[src/rtl/rsenc_ctrl_if.sv]
// rsenc_ctrl_if: byte stream in (valid/ready/last) and registered codeword stream out.
//   slave  - controller side: consumes in_*, drives in_ready and out_*
//   master - packetizer/line side: drives in_*, observes in_ready and out_*
interface rsenc_ctrl_if;
  logic       in_valid;
  logic       in_ready;
  logic [7:0] in_data;
  logic       in_last;
  logic       out_valid;
  logic [7:0] out_data;
  logic       out_sop;
  logic       out_eop;
  logic       out_parity;
  modport slave (
    input  in_valid, in_data, in_last,
    output in_ready, out_valid, out_data, out_sop, out_eop, out_parity
  );
  modport master (
    output in_valid, in_data, in_last,
    input  in_ready, out_valid, out_data, out_sop, out_eop, out_parity
  );
endinterface

[src/rtl/rsenc_ctrl.sv]
// rsenc_ctrl: frame sequencer driving rsenc control/input and registering its codeword output.
//   clk, rst            clock, async active-high reset (rsenc nrst is driven with !rst)
//   io (slave)          input byte stream and registered codeword stream with sop/eop/parity
//   enc_control/enc_in  to rsenc: 1 = data accumulate, 0 = parity shift-out; symbol in
//   enc_out             from rsenc, combinational in enc_in/enc_control
//   underrun/overlong   in-cycle pulses: zero inserted mid-frame / frame cut at K symbols
//   busy                controller is not idle
module rsenc_ctrl #(
  parameter int K = 239,
  parameter int NPAR = 16
) (
  input  logic        clk,
  input  logic        rst,
  rsenc_ctrl_if.slave io,
  output logic        enc_control,
  output logic [7:0]  enc_in,
  input  logic [7:0]  enc_out,
  output logic        underrun,
  output logic        overlong,
  output logic        busy
);
  localparam int DW = $clog2(K + 1);
  localparam int PW = NPAR > 1 ? $clog2(NPAR) : 1;
  localparam logic [1:0] IDLE = 2'd0, DATA = 2'd1, PARITY = 2'd2;
  logic [1:0] state;
  logic [DW-1:0] dcnt;
  logic [PW-1:0] pcnt;
  logic start, kth, term, pend;
  // rst gates the idle accept so the encoder sees a zero symbol while held in reset
  assign start = state == IDLE && io.in_valid && !rst;
  assign kth = state == DATA && dcnt == DW'(K - 1);
  assign term = state == DATA && ((io.in_valid && io.in_last) || kth);
  assign pend = state == PARITY && pcnt == PW'(NPAR - 1);
  assign io.in_ready = state != PARITY;
  assign enc_control = state != PARITY;
  // rsenc never stalls: a missing mid-frame symbol is fed as zero
  assign enc_in = (start || (state == DATA && io.in_valid)) ? io.in_data : 8'h00;
  assign underrun = state == DATA && !io.in_valid;
  assign overlong = (start && K == 1 && !io.in_last) || (kth && !(io.in_valid && io.in_last));
  assign busy = state != IDLE;
  always_ff @(posedge clk or posedge rst) begin
    if (rst) begin
      state <= IDLE;
      dcnt <= '0;
      pcnt <= '0;
      io.out_valid <= 1'b0;
      io.out_data <= 8'h00;
      io.out_sop <= 1'b0;
      io.out_eop <= 1'b0;
      io.out_parity <= 1'b0;
    end else begin
      state <= start ? ((io.in_last || K == 1) ? PARITY : DATA) : term ? PARITY : pend ? IDLE : state;
      dcnt <= start ? DW'(1) : state == DATA ? dcnt + DW'(1) : dcnt;
      pcnt <= state == PARITY ? (pend ? '0 : pcnt + PW'(1)) : pcnt;
      io.out_valid <= busy || io.in_valid;
      io.out_data <= enc_out;
      io.out_sop <= start;
      io.out_eop <= pend;
      io.out_parity <= state == PARITY;
    end
  end
endmodule

[src/flat_wrapper.sv]
// flat-port wrapper written by rule: the top's interface ports become plain ports
module rsenc_ctrl_flat 
#(
  parameter int K = 239,
  parameter int NPAR = 16
)
  (clk, rst, enc_control, enc_in, enc_out, underrun, overlong, busy, io_in_valid, io_in_data, io_in_last, io_in_ready, io_out_valid, io_out_data, io_out_sop, io_out_eop, io_out_parity);
  rsenc_ctrl_if io_i ();
  input  logic clk;
  input  logic rst;
  output logic enc_control;
  output logic [7:0] enc_in;
  input  logic [7:0] enc_out;
  output logic underrun;
  output logic overlong;
  output logic busy;
  input wire logic [$bits(io_i.in_valid)-1:0] io_in_valid;
  input wire logic [$bits(io_i.in_data)-1:0] io_in_data;
  input wire logic [$bits(io_i.in_last)-1:0] io_in_last;
  output wire logic [$bits(io_i.in_ready)-1:0] io_in_ready;
  output wire logic [$bits(io_i.out_valid)-1:0] io_out_valid;
  output wire logic [$bits(io_i.out_data)-1:0] io_out_data;
  output wire logic [$bits(io_i.out_sop)-1:0] io_out_sop;
  output wire logic [$bits(io_i.out_eop)-1:0] io_out_eop;
  output wire logic [$bits(io_i.out_parity)-1:0] io_out_parity;
  assign io_i.in_valid = io_in_valid;
  assign io_i.in_data = io_in_data;
  assign io_i.in_last = io_in_last;
  assign io_in_ready = io_i.in_ready;
  assign io_out_valid = io_i.out_valid;
  assign io_out_data = io_i.out_data;
  assign io_out_sop = io_i.out_sop;
  assign io_out_eop = io_i.out_eop;
  assign io_out_parity = io_i.out_parity;
  rsenc_ctrl #(.K(K), .NPAR(NPAR)) u_core (.clk(clk), .rst(rst), .io(io_i), .enc_control(enc_control), .enc_in(enc_in), .enc_out(enc_out), .underrun(underrun), .overlong(overlong), .busy(busy));
endmodule
[config.mk]
export PLATFORM = sky130hd
export DESIGN_NAME = rsenc_ctrl_flat
export DESIGN_NICKNAME = d
export VERILOG_FILES = /design/src/rtl/rsenc_ctrl_if.sv /design/src/rtl/rsenc_ctrl.sv /design/src/flat_wrapper.sv
export SDC_FILE = /design/constraint.sdc
export NUM_CORES = 1
export LEC_CHECK = 0
export ABC_AREA = 1
export CAP_MARGIN = 20
export CORE_ASPECT_RATIO = 0.9
export CORE_MARGIN = 3
export CORE_UTILIZATION = 46
export CTS_CLUSTER_DIAMETER = 30
export DETAILED_ROUTE_END_ITERATION = 8
export PLACE_DENSITY = 0.93
export SLEW_MARGIN = 0
export SYNTH_ARGS = -nofsm -noshare
export SYNTH_HDL_FRONTEND = slang
export SYNTH_SLANG_ARGS = --single-unit
[constraint.sdc]
create_clock -name clk -period 2.7 [get_ports clk]
set_input_delay 0.405 -clock clk [delete_from_list [all_inputs] [get_ports clk]]
set_output_delay 0.405 -clock clk [all_outputs]
set_load 0.005 [all_outputs]
==> results.py, run 1 <==
metrics = {
    "status": {
        "run_status": "finished, final reports clean",
    },
    "yosys": {
        "yosys_warnings": 0,
        "synth_top_flop_cell": "dfrtp_1",
        "yosysSeqAreaShare_pct": 55.3,
        "postSynth.asyncResetShare_pct": 100,
        "postSynthCellCount": 142,
        "synth_cell_types": 18,
        "number_of_synthesized_register_bits": 26,
        "synthesis.area_per_instance_um2": 8.29,
        "synthesis.nets": 165,
        "netlist_area_mm2": 0.00118,
        "synth_enable_flop_cells": 0,
    },
    "worst_setup_path": {
        "r2r_slack_ns": 1.23,
        "setup.worst_path.end_class": "output pin",
        "cp_max_fo": 8,
        "timing.rr.end": "u_core.state[1]$_DFFE_PP0P_",
        "criticalPathCategory": "flip-flop to output pin",
        "worst_r2r_path_depth": 8,
        "worst-endpoint-arrival_ns": 2.10,
        "crit_chain": "inv_1, nand2_1, inv_1, nor2_2, inv_2, nand2_2, nor2_1, clkdlybuf4s50_1",
        "critical_path.slowest_cell": "clkdlybuf4s50_1",
        "most_common_cell_on_crit_path": "inv_1",
        "crit_required_ns": 2.30,
        "startpoint_type": "flip-flop",
        "reg_to_reg_critical_path_startpoint": "u_core.state[1]$_DFFE_PP0P_",
        "cpPeakStageDelay_ns": 0.53,
    },
    "routing": {
        "vias_per_cell": 5.16,
        "detailedRoute.firstIterationViolations": 30,
        "m1WireLength_um": 1080,
        "detailroute.via_count": 1125,
        "met2_length_um": 1390,
        "number_of_iterations_in_the_first_detailed_routing_pass": 4,
        "drt.antenna.violating_nets": 0,
        "dr.max_layer_used": "met4",
        "detail_route.drc_violations": 0,
        "finalWirelength_um": 2830,
        "route.met3.wl_um": 312,
        "avgRoutedWirePerCell_um": 13.0,
    },
    "timing": {
        "worst-slew-pin-transition_ns": 0.320,
        "fin_crit_sh_pct": 92.8,
        "timing.final.setup_violations": 0,
        "final_max_slew_viol_count": 0,
        "worst_slew_margin_pct": 78.7,
        "max_clock_freq_mhz": 399,
        "finalWorstPathRequiredPeriod_ns": 2.50,
        "setup_total_negative_slack_ns": 0,
        "hold_violations": 0,
        "grt_setup_unrepaired": "false",
        "clock_skew_ns": 0.00455,
    },
    "finish": {
        "area.sequential_um2": 651,
        "diodes": 0,
        "multi_input_comb_area_um2": 429,
        "share_of_layout_cells_above_drive_strength_1_pct": 6.81,
        "net_count_reported_at_finish": 215,
        "finish.instance_area_mm2": 0.00170,
        "post-route-util_pct": 73.6,
        "final-instance-count-excl-fill": 218,
        "num-fill-cells": 167,
        "synthToLayoutAreaGrowth_pct": 44.0,
    },
    "global_routing": {
        "grt_util_all_layers_pct": 19.7,
        "grt_antenna_before_repair": 0,
        "vias_in_the_first_global_route": 1068,
        "grt_first_pass_wirelength_um": 4530,
        "grt_remaining_overflow": 0,
        "maximum_number_of_pins_on_one_net_before_global_route_repair": 27,
    },
    "clock_tree": {
        "postCtsSetupBuffers": 0,
        "clk_path_buf_depth": 2,
        "clkLatencyLatePin_ns": 0.34,
        "worst_setup_hold_path_clk_slew_ns": 0.14,
        "cts.root.buffer_cell": "clkbuf_4",
        "clock-sinks": 26,
        "tritoncts": "built",
        "resized_gates_after_cts": 0,
        "cts_inserted_buffers": 3,
        "cts-hold-fix-buffers": 0,
        "cts.htree.levels": 1,
    },
    "floorplanning": {
        "chipWidth_um": 59.3,
        "floorplan.initialDensity_pct": 51.1,
        "design.core.area_mm2": 0.00230,
        "dieHeight_um": 54.0,
        "placementRows": 16,
        "design.portCount": 45,
        "dieArea_mm2": 0.00320,
    },
    "job": {
        "maxCapViolations": 0,
    },
    "place": {
        "globalplace.congestion": 0.820,
        "numPlacedInstances": 214,
        "dpl_cell_area_mm2": 0.00166,
        "detailed_place_hpwl_um": 2210,
        "place.port_buffers": 44,
    },
    "power": {
        "sum_of_internal_switching_and_leakage_power_mw": 1.23,
        "power.leakage_nw": 0.821,
        "power-per-cell-area_mw_per_mm2": 727,
        "worst_ir_drop_vdd_mv": 0.593,
    },
    "hold_path": {
        "kind_of_path_behind_the_tightest_hold_check": "primary input to async pin",
    },
}
==> metal layers <==
layer	up-vias	global-route usage, %
met5	-	0
met4	0	10.2
met3	7	5.52
met2	64	34.4
met1	521	21.9
li1	533	-
==> critical path: cells and delay by family (launching register included) <==
kind | cells | cell delay (ns)
flip-flops | 1 | 0.42
AND/OR/NAND/NOR | 4 | 0.47
buffers and inverters | 4 | 0.87
==> power by group <==
| group | total [mW] | leakage, nW | switching (mW) | internal, mW |
|---|---|---|---|---|
| combinational | 0.482 | 0.478 | 0.246 | 0.236 |
| clock | 0.202 | 0.0210 | 0.119 | 0.0828 |
| sequential | 0.550 | 0.323 | 0.0728 | 0.477 |
==> layout make-up <==
type | count | area share [%]
well taps | 27 | 1.99
clock buffers | 4 | 2.14
inverters | 24 | 5.31
multi-input cells | 91 | 25.3
flip-flops and latches | 26 | 38.4
repair buffers | 46 | 26.9
==> synth_stat cells, types with 2 or more instances <==
master / number / area share (%)
nor2_1: 23 / 7.3
dfrtp_1: 26 / 55
nand4_1: 4 / 2.1
ha_1: 3 / 3.2
inv_2: 2 / 0.64
nand3_1: 8 / 3.4
nor2_2: 2 / 1.1
inv_1: 22 / 7.0
a21oi_1: 5 / 2.1
o21ai_0: 5 / 2.1
nand2_1: 35 / 11
==> cells by family (layout without fill, tap and decap cells) <==
family,Yosys count,after routing,share of synthesized area (%)
and+or+nand+nor,76,76,27.6
AOI/OAI and AO/OA,11,11,4.89
adders and majority gates,3,3,3.19
xor gates and xnor gates,1,1,0.744
buffers and inverters,25,74,8.29
DFF,26,26,55.3
==> worst max-delay path by stage <==
| stage | slack [ns] | endpoint | depth (start not counted) | from |
|---|---|---|---|---|
| after global routing | 0.02 | enc_in[1] | 8 | u_core.state[1]$_DFFE_PP0P_ |
| after global placement | 0.31 | enc_in[2] | 8 | io_in_valid |
| after floorplan | 0.62 | enc_in[0] | 7 | rst |
| final | 0.20 | enc_in[4] | 8 | u_core.state[1]$_DFFE_PP0P_ |
| after CTS | 0.20 | enc_in[1] | 8 | u_core.state[1]$_DFFE_PP0P_ |
| after detailed placement | 0.20 | enc_in[1] | 8 | io_in_valid |
==> cell usage in the layout (no fill, tap or decap), drive strengths merged <==
cell type and n:
a21oi 5, o211ai 1, nor2 26, ha 3, clkbuf 4, nand3 8, dfrtp 26, o21ai 5
nand4 4, nand2 36, or2 2, xnor2 1, clkdlybuf4s50 44, buf 2, inv 24
==> flip-flops by register name, summed over array words and instances, names as in the netlist <==
register / count
u_core.dcnt: 8
u_core.io.out_data: 8
u_core.pcnt: 4
u_core.state: 2
u_core.io.out_eop: 1
u_core.io.out_parity: 1
u_core.io.out_sop: 1
u_core.io.out_valid: 1
==> per-stage QoR <==
stage	hold slack [ns]	setup slack, ns
global route	0.467	0.0165
global placement	0.473	0.306
floorplan	0.436	0.617
CTS	0.486	0.198
detailed placement	0.501	0.197
finish	0.475	0.195
Note: power is estimated with default switching activity, not from simulation.
==> inputs of run 2 (changes only) <==
- CORE_UTILIZATION: 46 -> 48
- CTS_BUF_LIST: default -> sky130_fd_sc_hd__clkbuf_8
- PLACE_DENSITY: 0.93 -> 0.95
==> results.py, run 2 (synthesis results as in run 1) <==
metrics = {
    "finish": {
        "most_frequent_standard_cell_in_the_layout_excluding_fill_and_tap_cells": "clkdlybuf4s50_1",
        "final-instance-count-excl-fill": 218,
        "most_frequent_cells_in_the_layout": "clkdlybuf4s50_1 (44), nand2_1 (35), dfrtp_1 (26)",
        "net_count_reported_at_finish": 215,
        "diodes": 0,
        "share_of_layout_cells_above_drive_strength_1_pct": 6.81,
        "post-route-util_pct": 76.5,
        "reg_top3": "u_core.dcnt (8), u_core.io.out_data (8), u_core.pcnt (4)",
        "finish.instance_area_mm2": 0.00173,
        "synthToLayoutAreaGrowth_pct": 47.0,
    },
    "routing": {
        "avgRoutedWirePerCell_um": 12.8,
        "finalWirelength_um": 2790,
        "drt.antenna.violating_nets": 0,
        "detailroute.via_count": 1108,
        "detail_route.drc_violations": 0,
        "detailedRoute.firstIterationViolations": 51,
        "number_of_iterations_in_the_first_detailed_routing_pass": 4,
        "vias_per_cell": 5.08,
    },
    "clock_tree": {
        "postCtsSetupBuffers": 0,
        "cts.root.buffer_cell": "clkbuf_8",
        "clk_path_buf_depth": 2,
        "cts.htree.levels": 1,
        "worst_setup_hold_path_clk_slew_ns": 0.09,
        "resized_gates_after_cts": 0,
        "cts-hold-fix-buffers": 0,
        "clkLatencyLatePin_ns": 0.27,
        "cts_inserted_buffers": 3,
        "clock-sinks": 26,
        "tritoncts": "built",
    },
    "place": {
        "globalplace.congestion": 0.834,
        "dp_worst_setup_slack_ns": 0.246,
        "place.port_buffers": 44,
        "detailed_place_hpwl_um": 2110,
        "numPlacedInstances": 214,
        "dpl_cell_area_mm2": 0.00166,
    },
    "status": {
        "run_status": "finished, final reports clean",
    },
    "hold_path": {
        "kind_of_path_behind_the_tightest_hold_check": "flip-flop to flip-flop",
        "whs_path_depth": 1,
    },
    "floorplanning": {
        "design.portCount": 45,
        "design.core.area_mm2": 0.00226,
        "placementRows": 16,
        "dieHeight_um": 53.0,
        "dieArea_mm2": 0.00308,
        "floorplan.initialDensity_pct": 52.0,
        "chipWidth_um": 58.2,
    },
    "power": {
        "power.leakage_nw": 0.836,
        "share_comb_of_total_power_pct": 35.2,
        "sum_of_internal_switching_and_leakage_power_mw": 1.35,
        "power_frac_seq_pct": 41.2,
        "clkPwrFrac_pct": 23.6,
        "total_switching_power_uw": 440,
        "worst_ir_drop_vdd_mv": 0.652,
        "power-per-cell-area_mw_per_mm2": 781,
        "internal_power_uw": 911,
        "p_sw_share_pct": 32.6,
    },
    "worst_setup_path": {
        "worst_r2r_path_depth": 8,
        "criticalPathCategory": "primary input to output pin",
        "critical_path.top_delay_family": "buffers and inverters",
        "worst-endpoint-arrival_ns": 2.05,
        "setup.worst_path.end_class": "output pin",
        "crit_chain": "clkdlybuf4s50_1, nand2_1, nor2_4, nor2_2, inv_2, nand2_2, nor2_1, clkdlybuf4s50_1",
        "cp_num_cells": 8,
        "cpPeakStageDelay_ns": 0.54,
        "cp_num_buf_inv": 3,
        "crit_required_ns": 2.30,
        "startpoint_type": "primary input",
        "cp_max_fo": 8,
        "critical_path.slowest_cell": "clkdlybuf4s50_1",
        "most_common_cell_on_crit_path": "clkdlybuf4s50_1",
    },
    "timing": {
        "max_clock_freq_mhz": 407,
        "worst_slew_margin_pct": 78.5,
        "worst-slew-pin-transition_ns": 0.323,
        "finalWorstPathRequiredPeriod_ns": 2.46,
        "clock_skew_ns": 0.00444,
        "final_max_slew_viol_count": 0,
        "grt_setup_unrepaired": "false",
        "postLayoutSetupSlackWorst_ns": 0.243,
        "setup_total_negative_slack_ns": 0,
        "timing.final.setup_violations": 0,
        "fin_crit_sh_pct": 91.0,
        "hold_violations": 0,
        "whs_ns": 0.505,
    },
    "global_routing": {
        "maximum_number_of_pins_on_one_net_before_global_route_repair": 27,
        "vias_in_the_first_global_route": 1054,
        "grt_first_pass_wirelength_um": 4730,
        "grt_remaining_overflow": 0,
        "grt_antenna_before_repair": 0,
        "grt_util_all_layers_pct": 20.2,
    },
    "job": {
        "maxCapViolations": 0,
    },
}
-- run 2: cell types whose count changed in the layout (fill, tap and decap cells not counted) --
cell,delta
bufinv_16,+1
clkbuf_4,-3
clkbuf_8,+2
-- run 2: final timing paths --
check	from	endpoint	slack (ns)
setup / recovery	io_in_valid	enc_in[1]	0.24
hold / removal	u_core.pcnt[3]$_DFFE_PP0P_	u_core.pcnt[3]$_DFFE_PP0P_	0.50
setup reg to reg	u_core.state[1]$_DFFE_PP0P_	u_core.state[1]$_DFFE_PP0P_	1.29
hold reg to reg	u_core.pcnt[3]$_DFFE_PP0P_	u_core.pcnt[3]$_DFFE_PP0P_	0.50
max in group asynchronous	rst	u_core.io.out_data[0]$_DFF_PP0_	1.89
min in group asynchronous	rst	u_core.io.out_data[5]$_DFF_PP0_	0.56
-- run 2: area by class of cell --
cell class / count / area, um^2
Clock buffer: 3 / 41.3
Tap cell: 27 / 33.8
Inverter: 24 / 90.1
Timing Repair Buffer: 46 / 455
Sequential cell: 26 / 651
Multi-Input combinational cell: 91 / 429
Fill cell: 135 / 532
Clock inverter: 1 / 30.0
-- run 2: layer usage --
metal / wire length [um] / GRT usage (%) / up-vias
li1: - / - / 533
met1: 1150 / 27.1 / 500
met2: 1320 / 33.5 / 71
met3: 296 / 2.93 / 4
met4: 23 / 6.95 / 0
met5: 0 / 0 / -
-- run 2: power groups by stage --
stage	Clock, mW	Combinational (mW)	Sequential [mW]
floorplan	0	0.263	0.543
global placement	0	0.452	0.548
detailed placement	0	0.473	0.561
CTS	0.321	0.477	0.553
global route	0.337	0.535	0.571
finish	0.319	0.476	0.557
